`config.mk`:
```
export PLATFORM = sky130hd
export DESIGN_NAME = datapath_sequencer
export DESIGN_NICKNAME = d
export VERILOG_FILES = /design/src/rtl/datapath_sequencer.sv
export SDC_FILE = /design/constraint.sdc
export NUM_CORES = 1
export LEC_CHECK = 0
export CAP_MARGIN = 20
export CORE_MARGIN = 5
export CORE_UTILIZATION = 50
export DETAILED_ROUTE_END_ITERATION = 16
export PLACE_DENSITY_LB_ADDON = 0.15
export SYNTH_ARGS = -nofsm -noshare
export SYNTH_HDL_FRONTEND = slang
export SYNTH_SLANG_ARGS = --single-unit
```
`constraint.sdc`:
```
create_clock -name clk -period 2.57 [get_ports clk]
set_input_delay 0.3855 -clock clk [delete_from_list [all_inputs] [get_ports clk]]
set_output_delay 0.3855 -clock clk [all_outputs]
set_load 0.1 [all_outputs]
```
`src/rtl/datapath_sequencer.sv`:
```
// Multi-cycle control sequencer for arithmetic_and_memory_unit. It owns the PC and
// steps each instruction through FETCH -> DECODE -> EXEC -> [MEM] -> WB.
module datapath_sequencer #(
  parameter logic [31:0] RESET_PC = 32'd0,
  parameter int unsigned MEM_WAIT = 1
) (
  input  logic        clk,
  input  logic        reset,
  input  logic        start,
  input  logic [5:0]  opcode,
  input  logic [2:0]  flags,
  input  logic [31:0] address,
  output logic [31:0] PCout,
  output logic        RegWrite,
  output logic        MemRead,
  output logic        MemWrite,
  output logic        MemtoReg,
  output logic        DataPCSel,
  output logic        RegSelect,
  output logic [2:0]  ALUop,
  output logic [1:0]  ALUinSel,
  output logic        busy,
  output logic        halted,
  output logic        illegal_op,
  output logic [31:0] instr_count
);

  typedef enum logic [2:0] {
    S_IDLE, S_FETCH, S_DECODE, S_EXEC, S_MEM, S_WB, S_HALT
  } state_t;

  localparam logic [5:0] OP_RALU = 6'd0;
  localparam logic [5:0] OP_IALU = 6'd1;
  localparam logic [5:0] OP_LD   = 6'd2;
  localparam logic [5:0] OP_ST   = 6'd3;
  localparam logic [5:0] OP_BZ   = 6'd4;
  localparam logic [5:0] OP_BR   = 6'd5;
  localparam logic [5:0] OP_CALL = 6'd6;
  localparam logic [5:0] OP_HALT = 6'h3f;

  // The MEM down-counter starts at MEM_WAIT-1 so the enable is high MEM_WAIT cycles.
  localparam logic [3:0] MEM_WAIT_CNT = 4'(MEM_WAIT - 1);

  state_t      state;
  logic [5:0]  op_q;
  logic [3:0]  wait_cnt;
  logic [31:0] pc_seq;
  logic        unused_flags;

  assign pc_seq       = PCout + 32'd1;
  // Carry and sign are not consumed by any current branch condition.
  assign unused_flags = ^flags[2:1];

  // NOTE: every state and output register uses <= so all of them update together
  // from the values present before the edge; the async reset clears them at once.
  always_ff @(posedge clk or negedge reset) begin
    if (!reset) begin
      state       <= S_IDLE;
      PCout       <= RESET_PC;
      instr_count <= '0;
      op_q        <= '0;
      wait_cnt    <= '0;
      RegWrite    <= 1'b0;
      MemRead     <= 1'b0;
      MemWrite    <= 1'b0;
      MemtoReg    <= 1'b0;
      DataPCSel   <= 1'b0;
      RegSelect   <= 1'b0;
      ALUop       <= '0;
      ALUinSel    <= '0;
      busy        <= 1'b0;
      halted      <= 1'b0;
      illegal_op  <= 1'b0;
    end else begin
      unique case (state)
        S_IDLE: begin
          if (start) begin
            state <= S_FETCH;
            busy  <= 1'b1;
          end
        end

        S_FETCH: state <= S_DECODE;

        S_DECODE: begin
          op_q <= opcode;
          if (opcode == OP_HALT || opcode > OP_CALL) begin
            state      <= S_HALT;
            busy       <= 1'b0;
            halted     <= 1'b1;
            illegal_op <= (opcode != OP_HALT);
          end else begin
            // ALU controls are loaded here and held until the instruction retires.
            state    <= S_EXEC;
            MemtoReg <= (opcode == OP_RALU) || (opcode == OP_IALU) || (opcode == OP_CALL);
            unique case (opcode)
              OP_RALU:      begin ALUop <= 3'b001; ALUinSel <= 2'b00; end
              OP_IALU:      begin ALUop <= 3'b001; ALUinSel <= 2'b10; end
              OP_LD, OP_ST: begin ALUop <= 3'b000; ALUinSel <= 2'b10; end
              OP_BZ:        begin ALUop <= 3'b010; ALUinSel <= 2'b01; end
              default:      begin ALUop <= 3'b000; ALUinSel <= 2'b00; end
            endcase
          end
        end

        S_EXEC: begin
          unique case (op_q)
            OP_LD: begin
              state    <= S_MEM;
              MemRead  <= 1'b1;
              wait_cnt <= MEM_WAIT_CNT;
            end
            OP_ST: begin
              state    <= S_MEM;
              MemWrite <= 1'b1;
              wait_cnt <= MEM_WAIT_CNT;
            end
            OP_BZ, OP_BR: begin
              // Flags are sampled on the edge that leaves EXEC.
              state       <= S_FETCH;
              ALUop       <= '0;
              ALUinSel    <= '0;
              MemtoReg    <= 1'b0;
              instr_count <= instr_count + 32'd1;
              PCout       <= (op_q == OP_BR || flags[0]) ? address : pc_seq;
            end
            default: begin
              state     <= S_WB;
              RegWrite  <= 1'b1;
              RegSelect <= (op_q == OP_CALL);
              DataPCSel <= (op_q == OP_CALL);
            end
          endcase
        end

        S_MEM: begin
          if (wait_cnt != 4'd0) begin
            wait_cnt <= wait_cnt - 4'd1;
          end else begin
            MemRead  <= 1'b0;
            MemWrite <= 1'b0;
            if (op_q == OP_LD) begin
              state    <= S_WB;
              RegWrite <= 1'b1;
            end else begin
              state       <= S_FETCH;
              ALUop       <= '0;
              ALUinSel    <= '0;
              MemtoReg    <= 1'b0;
              instr_count <= instr_count + 32'd1;
              PCout       <= pc_seq;
            end
          end
        end

        S_WB: begin
          state       <= S_FETCH;
          RegWrite    <= 1'b0;
          RegSelect   <= 1'b0;
          DataPCSel   <= 1'b0;
          ALUop       <= '0;
          ALUinSel    <= '0;
          MemtoReg    <= 1'b0;
          instr_count <= instr_count + 32'd1;
          PCout       <= (op_q == OP_CALL) ? address : pc_seq;
        end

        S_HALT: state <= S_HALT;

        default: state <= S_IDLE;
      endcase
    end
  end

endmodule

```
==> results by group <==
Run status
  – Outcome: finished, final reports clean

Setup path
  – R2R depth: 7
  – WP data arrival: about 2.6 ns
  – R2R Path Start: wait_cnt[0]
  – Critical path origin: wait_cnt[0]
  – Crit path capture: instr_count[28]
  – Worst Setup End Kind: flip-flop
  – Crit path launch type: flip-flop
  – Worst-path maximum fanout: 8
  – Reg2Reg Setup Slack: 0.22 ns
  – R2R Path End: instr_count[28]
  – CP Class: flip-flop to flip-flop
  – CP required: 2.82 ns

Pwr
  – Pleak: ~2.9 nW
  – Worst-case vdd ir drop: 787 uV
  – Power, Total: 8.29 mW
  – PD cells: 1270 nW/um^2

Place
  – GP Congestion: 0.863
  – Placed instance area: 6340 um^2
  – Cells after DPL: between 700 and 800
  – I/O Buffers: 118
  – Pre-CTS WS: 0.0345 ns
  – Hpwl dp: 9970 um

Clocking
  – Clock slew at reported path FFs: 0.09 ns
  – CTS buffer count: 9
  – Max Buffers Root-to-Sink: 2
  – Worst skew pair latency: ~0.37 ns
  – Post-CTS Resized: 0
  – Post-CTS Setup Inserts: 0
  – Number of H-tree levels: 3
  – Hold Buf Count CTS: 0
  – CTS tree: yes
  – CTS root buffer: clkbuf_8
  – Clock Sinks: 89

Floorplanning
  – Initial core utilization: between 50% and 60%
  – Die X: 111 um
  – Die Height: 111 um
  – I/O pin total: 122
  – Core box area: between 9000 and 10000 um^2
  – # rows: 36
  – Die area: 12300 um^2

Synthesis
  – Seq/Total Area, Yosys: 43.7%
  – Largest family of logic cells by synthesized area: simple AND/OR/NAND/NOR gates
  – Distinct cells, synth: 64
  – FF+latch count, synth: 89
  – Simple-Gate Fraction of Synth Area: 22.8%
  – Post-synth top area cell: dfrtp_1
  – Multiplexer share of the synthesized area: 5.45%
  – Instance count of the mapped netlist: 530
  – Compound-Gate Fraction of Synth Area: 17.1%
  – Synth top area share: 43.7%
  – Synth Cell Area: a little over 5000 um^2
  – Top post-synthesis cells by area: dfrtp_1, mux2i_1, nand2_1
  – Synth Area in Adders: 0.981%
  – Top FF cell, synth: dfrtp_1
  – Syn Nets: 578
  – Async set or reset register ratio after synthesis: 100%
  – EDFF count, synth: 0
  – Synth Area per Inst: about 9.6 um^2
  – Xor/xnor share of the synthesized area: 5.49%
  – Yosys Warn Count: 0

Layout
  – Register area: 2230 um^2
  – Final non-filler cell total: ~800
  – Share of cells above drive strength 1: 21.9%
  – Area grow syn2layout: 28.1%
  – Most frequent cells in the layout: buf_4, dfrtp_1, nand2_1
  – Multi-input logic area: 2650 um^2
  – Post-route cell area: 6540 um^2
  – Most common cell after layout, fill and taps aside: buf_4
  – Fin nets: 706
  – Fillers: 813
  – Core Util, Final: 66.2%
  – Diodes inserted: 0

GRT
  – First-pass GRT wire length: roughly 23000 um
  – Number of global-route vias before repair: 4477
  – Gr usage total: 22.2%
  – Largest net degree at the start of global routing: 44
  – Initial antenna violation count: 0
  – Gr ovfl total: 0

Worst hold path
  – Min-Delay Path Class: input pin to async pin

Timing
  – Unrepaired setup endpoints after global routing: false
  – Setup TNS: 0 ns
  – Post-layout min period: between 2 and 2.5 ns
  – Tcrit/Tclk final: approximately nine tenths
  – Slew Limit Fails: 0
  – Slew @ Worst Pin: approximately 0.8 ns
  – Hold Violations, Final: 0
  – Final worst slack: 0.220 ns
  – Fmax: ~430 MHz
  – Hold WS: 0.0141 ns
  – Finish-stage setup viols: 0
  – Final clock skew: 0.0135 ns
  – Headroom to the max-slew limit: 46.3%

Routing
  – Vias per cell: about 5.9
  – Routed WL per cell: between 15 and 20 um
  – Vias: 4672
  – Post-route DRC: 0
  – Detailed router's first-iteration violation count: approximately 270
  – DRT Pass-1 Iters: 5
  – Drt total wl: 13600 um
  – Routed Antenna Nets: 0

Run
  – Max-Cap Viols: 0
cells in the mapped netlist (all sizes together) (3+ instances only):
master and instances:
xor2 15, a32oi 3, mux2 6, and3 13, dfrtp 89, nor2b 3, inv 16, buf 22
clkbuf 9, nand4 25, o22a 5, ha 4, nor4 4, nand3 32, mux2i 21, nor3 17
o22ai 12, a31oi 9, and2 7, nor2 26, nand2b 4, nor3b 3, xnor2 17, a41oi 4
and4 9, o21ai 15, o211ai 5, nand2 53, a22o 6, a2bb2oi 13, a21oi 32
kinds of logic (layout without fill, tap and decap cells):
group	Yosys count	count (layout)
AO/OA/AOI/OAI	124	124
XOR/XNOR	32	32
adder cells (fa/ha/maj)	4	4
buffers and inverters	47	179
flip-flops	89	89
multiplexers	27	27
other	1	1
AND/OR/NAND/NOR	206	206
report_power, final:
part	switching, mW	leakage [nW]	internal, mW
sequential	0.539	1.10	1.79
clock	0.510	0.102	0.470
combinational	3.58	1.72	1.39
total	4.63	2.93	3.66
registers in the layout, summed over array words and instances (netlist names):
| signal | cells |
|---|---|
| RegSelect | 1 |
| MemtoReg | 1 |
| wait_cnt | 4 |
| PCout | 32 |
| MemRead | 1 |
| illegal_op | 1 |
| ALUop | 2 |
| ALUinSel | 2 |
| state | 3 |
| instr_count | 32 |
| busy | 1 |
| op_q | 6 |
| MemWrite | 1 |
| halted | 1 |
| RegWrite | 1 |
how the worst min path moves through the flow:
stage,to,depth (start not counted),from,slack [ns]
2_1_floorplan,ALUinSel[0],0,reset,0.09
3_3_place_gp,PCout[29],1,reset,0.42
3_5_place_dp,PCout[29],1,reset,0.43
4_1_cts,PCout[29],1,reset,0.03
5_1_grt,PCout[22],1,reset,0.05
6_report,PCout[21],1,reset,0.01
critical path, stage by stage (launching register included):
cell and delay [ns]:
dfrtp_1 0.40, inv_1 0.09, ha_1 0.16, nor3b_2 0.34, o211ai_1 0.23, a2111oi_4 0.65, nand3_1 0.19, xnor2_1 0.18
metal layers:
layer | track usage, % | up-vias | wire (um)
met3 | 4.48 | 19 | 805
met1 | 29.2 | 2279 | 5910
li1 | - | 2225 | -
met5 | 0 | - | 0
met4 | 6.90 | 0 | 220
met2 | 37.1 | 149 | 6670
final cells by class:
class,count,share of cell area (%)
Clock buffer,10,2.11
Clock inverter,5,0.823
Inverter,16,0.919
Multi-Input combinational cell,394,40.6
Sequential cell,89,34.1
Tap cell,133,2.55
Timing Repair Buffer,148,18.9
Note: power is estimated with default switching activity, not from simulation.
==> RTL change, RTL diff (same settings) <==
Add an input register stage for `start`, `opcode`, `flags` and `address`; this delays them by one clock.
--- a/src/rtl/datapath_sequencer.sv
+++ b/src/rtl/datapath_sequencer.sv
@@ -43,2 +43,14 @@
 
+  logic start_q;
+  logic [5:0] opcode_q;
+  logic [2:0] flags_q;
+  logic [31:0] address_q;
+
+  always_ff @(posedge clk) begin
+    start_q   <= start;
+    opcode_q  <= opcode;
+    flags_q   <= flags;
+    address_q <= address;
+  end
+
   state_t      state;
@@ -51,3 +63,3 @@
   // Carry and sign are not consumed by any current branch condition.
-  assign unused_flags = ^flags[2:1];
+  assign unused_flags = ^flags_q[2:1];
 
@@ -76,3 +88,3 @@
         S_IDLE: begin
-          if (start) begin
+          if (start_q) begin
             state <= S_FETCH;
@@ -85,4 +97,4 @@
         S_DECODE: begin
-          op_q <= opcode;
-          if (opcode == OP_HALT || opcode > OP_CALL) begin
+          op_q <= opcode_q;
+          if (opcode_q == OP_HALT || opcode_q > OP_CALL) begin
             state      <= S_HALT;
@@ -90,3 +102,3 @@
             halted     <= 1'b1;
-            illegal_op <= (opcode != OP_HALT);
+            illegal_op <= (opcode_q != OP_HALT);
           end else begin
@@ -94,4 +106,4 @@
             state    <= S_EXEC;
-            MemtoReg <= (opcode == OP_RALU) || (opcode == OP_IALU) || (opcode == OP_CALL);
-            unique case (opcode)
+            MemtoReg <= (opcode_q == OP_RALU) || (opcode_q == OP_IALU) || (opcode_q == OP_CALL);
+            unique case (opcode_q)
               OP_RALU:      begin ALUop <= 3'b001; ALUinSel <= 2'b00; end
@@ -124,3 +136,3 @@
               instr_count <= instr_count + 32'd1;
-              PCout       <= (op_q == OP_BR || flags[0]) ? address : pc_seq;
+              PCout       <= (op_q == OP_BR || flags_q[0]) ? address_q : pc_seq;
             end
@@ -164,3 +176,3 @@
           instr_count <= instr_count + 32'd1;
-          PCout       <= (op_q == OP_CALL) ? address : pc_seq;
+          PCout       <= (op_q == OP_CALL) ? address_q : pc_seq;
         end
Behaviour: not the same (a bounded check fails within 4 cycles, from zero or initial values and one cycle with reset low).
==> RTL change against the original RTL <==
Clock power rose to 2.6 times the old value; synthesized cell count rose by 5.8%; critical path type unchanged; largest power group unchanged; routed wire length is 7.5% higher; sequential power is 32% higher; maximum frequency rose by 3.6%; sequential cell count grew 40; setup slack improved by 0.081 ns; total power is 28% higher; design area increased by 18%; synthesized area is 14% higher; largest cell class is now flip-flops and latches; first-iteration DRC count is 43% higher.
==> RTL change: results (changes against the original RTL) <==
metric,value,unit,change
vias,4948,,was 4672
synth_common_cells,"dfrtp_1, dfxtp_1, nand2_1",,"was dfrtp_1, nand2_1, a21oi_1"
p_leak,3.23,nW,was 2.93 nW
use_met3,5.53,%,was 4.48%
met2_usage,34.2,%,was 37.1%
crit_arrival,2.57,ns,was 2.60 ns
initialDrtViolationCount,382,,was 268
fin_nets,742,,was 706
grt_pass1_wl,24.0,mm,was 22.6 mm
synthAdderAreaFrac,0.863,%,was 0.981%
grt_pass1_vias,4760,,was 4477
synth_area_leaders,"dfrtp_1, dfxtp_1, xnor2_1",,"was dfrtp_1, mux2i_1, nand2_1"
dpl.cell_count,818,,was 780
globalplace.congestion,0.827,,was 0.863
outcome,finished clean,,unchanged
synthesis.nets,609,,was 578
insertion_delay,0.41,ns,was 0.37 ns
clock-root-buffer,clkbuf_16,,was clkbuf_8
crit_slowest_cell,or3_1,,was a2111oi_4
cts_made_buffers,17,,was 9
synth-xor-area-share,4.98,%,was 5.49%
wl_met1,6.25,mm,was 5.91 mm
yosysUniqueCellTypes,56,,was 64
grt.total_usage,21.0,%,was 22.2%
fill_cells,917,,was 813
ir_drop,0.962,mV,was 0.787 mV
wl_per_cell,17.2,µm,was 17.1 µm
route.met3.wl,1.02,mm,was 805 µm
pre_cts_ws,0.348,ns,was 0.0345 ns
cts_max_level,4,,was 3
## RTL change: final timing paths
check                                  end  slack [ns]        start  cells past startpoint
setup / recovery                 PCout[19]        0.30      op_q[3]                      6
hold / removal             instr_count[17]        0.15        reset                      1
setup reg to reg                 PCout[19]        0.30      op_q[3]                      6
hold reg to reg                     halted        0.45       halted                      1
max in group asynchronous         PCout[3]        1.72        reset                      2
min in group clk             address_q[15]        0.41  address[15]                      1
## RTL change: cell type report
class	count	share of cell area, %
Timing Repair Buffer	143	15.4
Clock buffer	24	6.14
Multi-Input combinational cell	386	33.5
Sequential cell	129	39.8
Tap cell	143	2.33
Inverter	17	0.830
Clock inverter	8	1.99
## RTL change: power by group
| group | total (mW) | internal (mW) | leakage, nW | switching [mW] |
|---|---|---|---|---|
| clock | 2.54 | 1.68 | 0.295 | 0.858 |
| combinational | 5.03 | 1.34 | 1.51 | 3.69 |
| sequential | 3.07 | 2.48 | 1.43 | 0.585 |
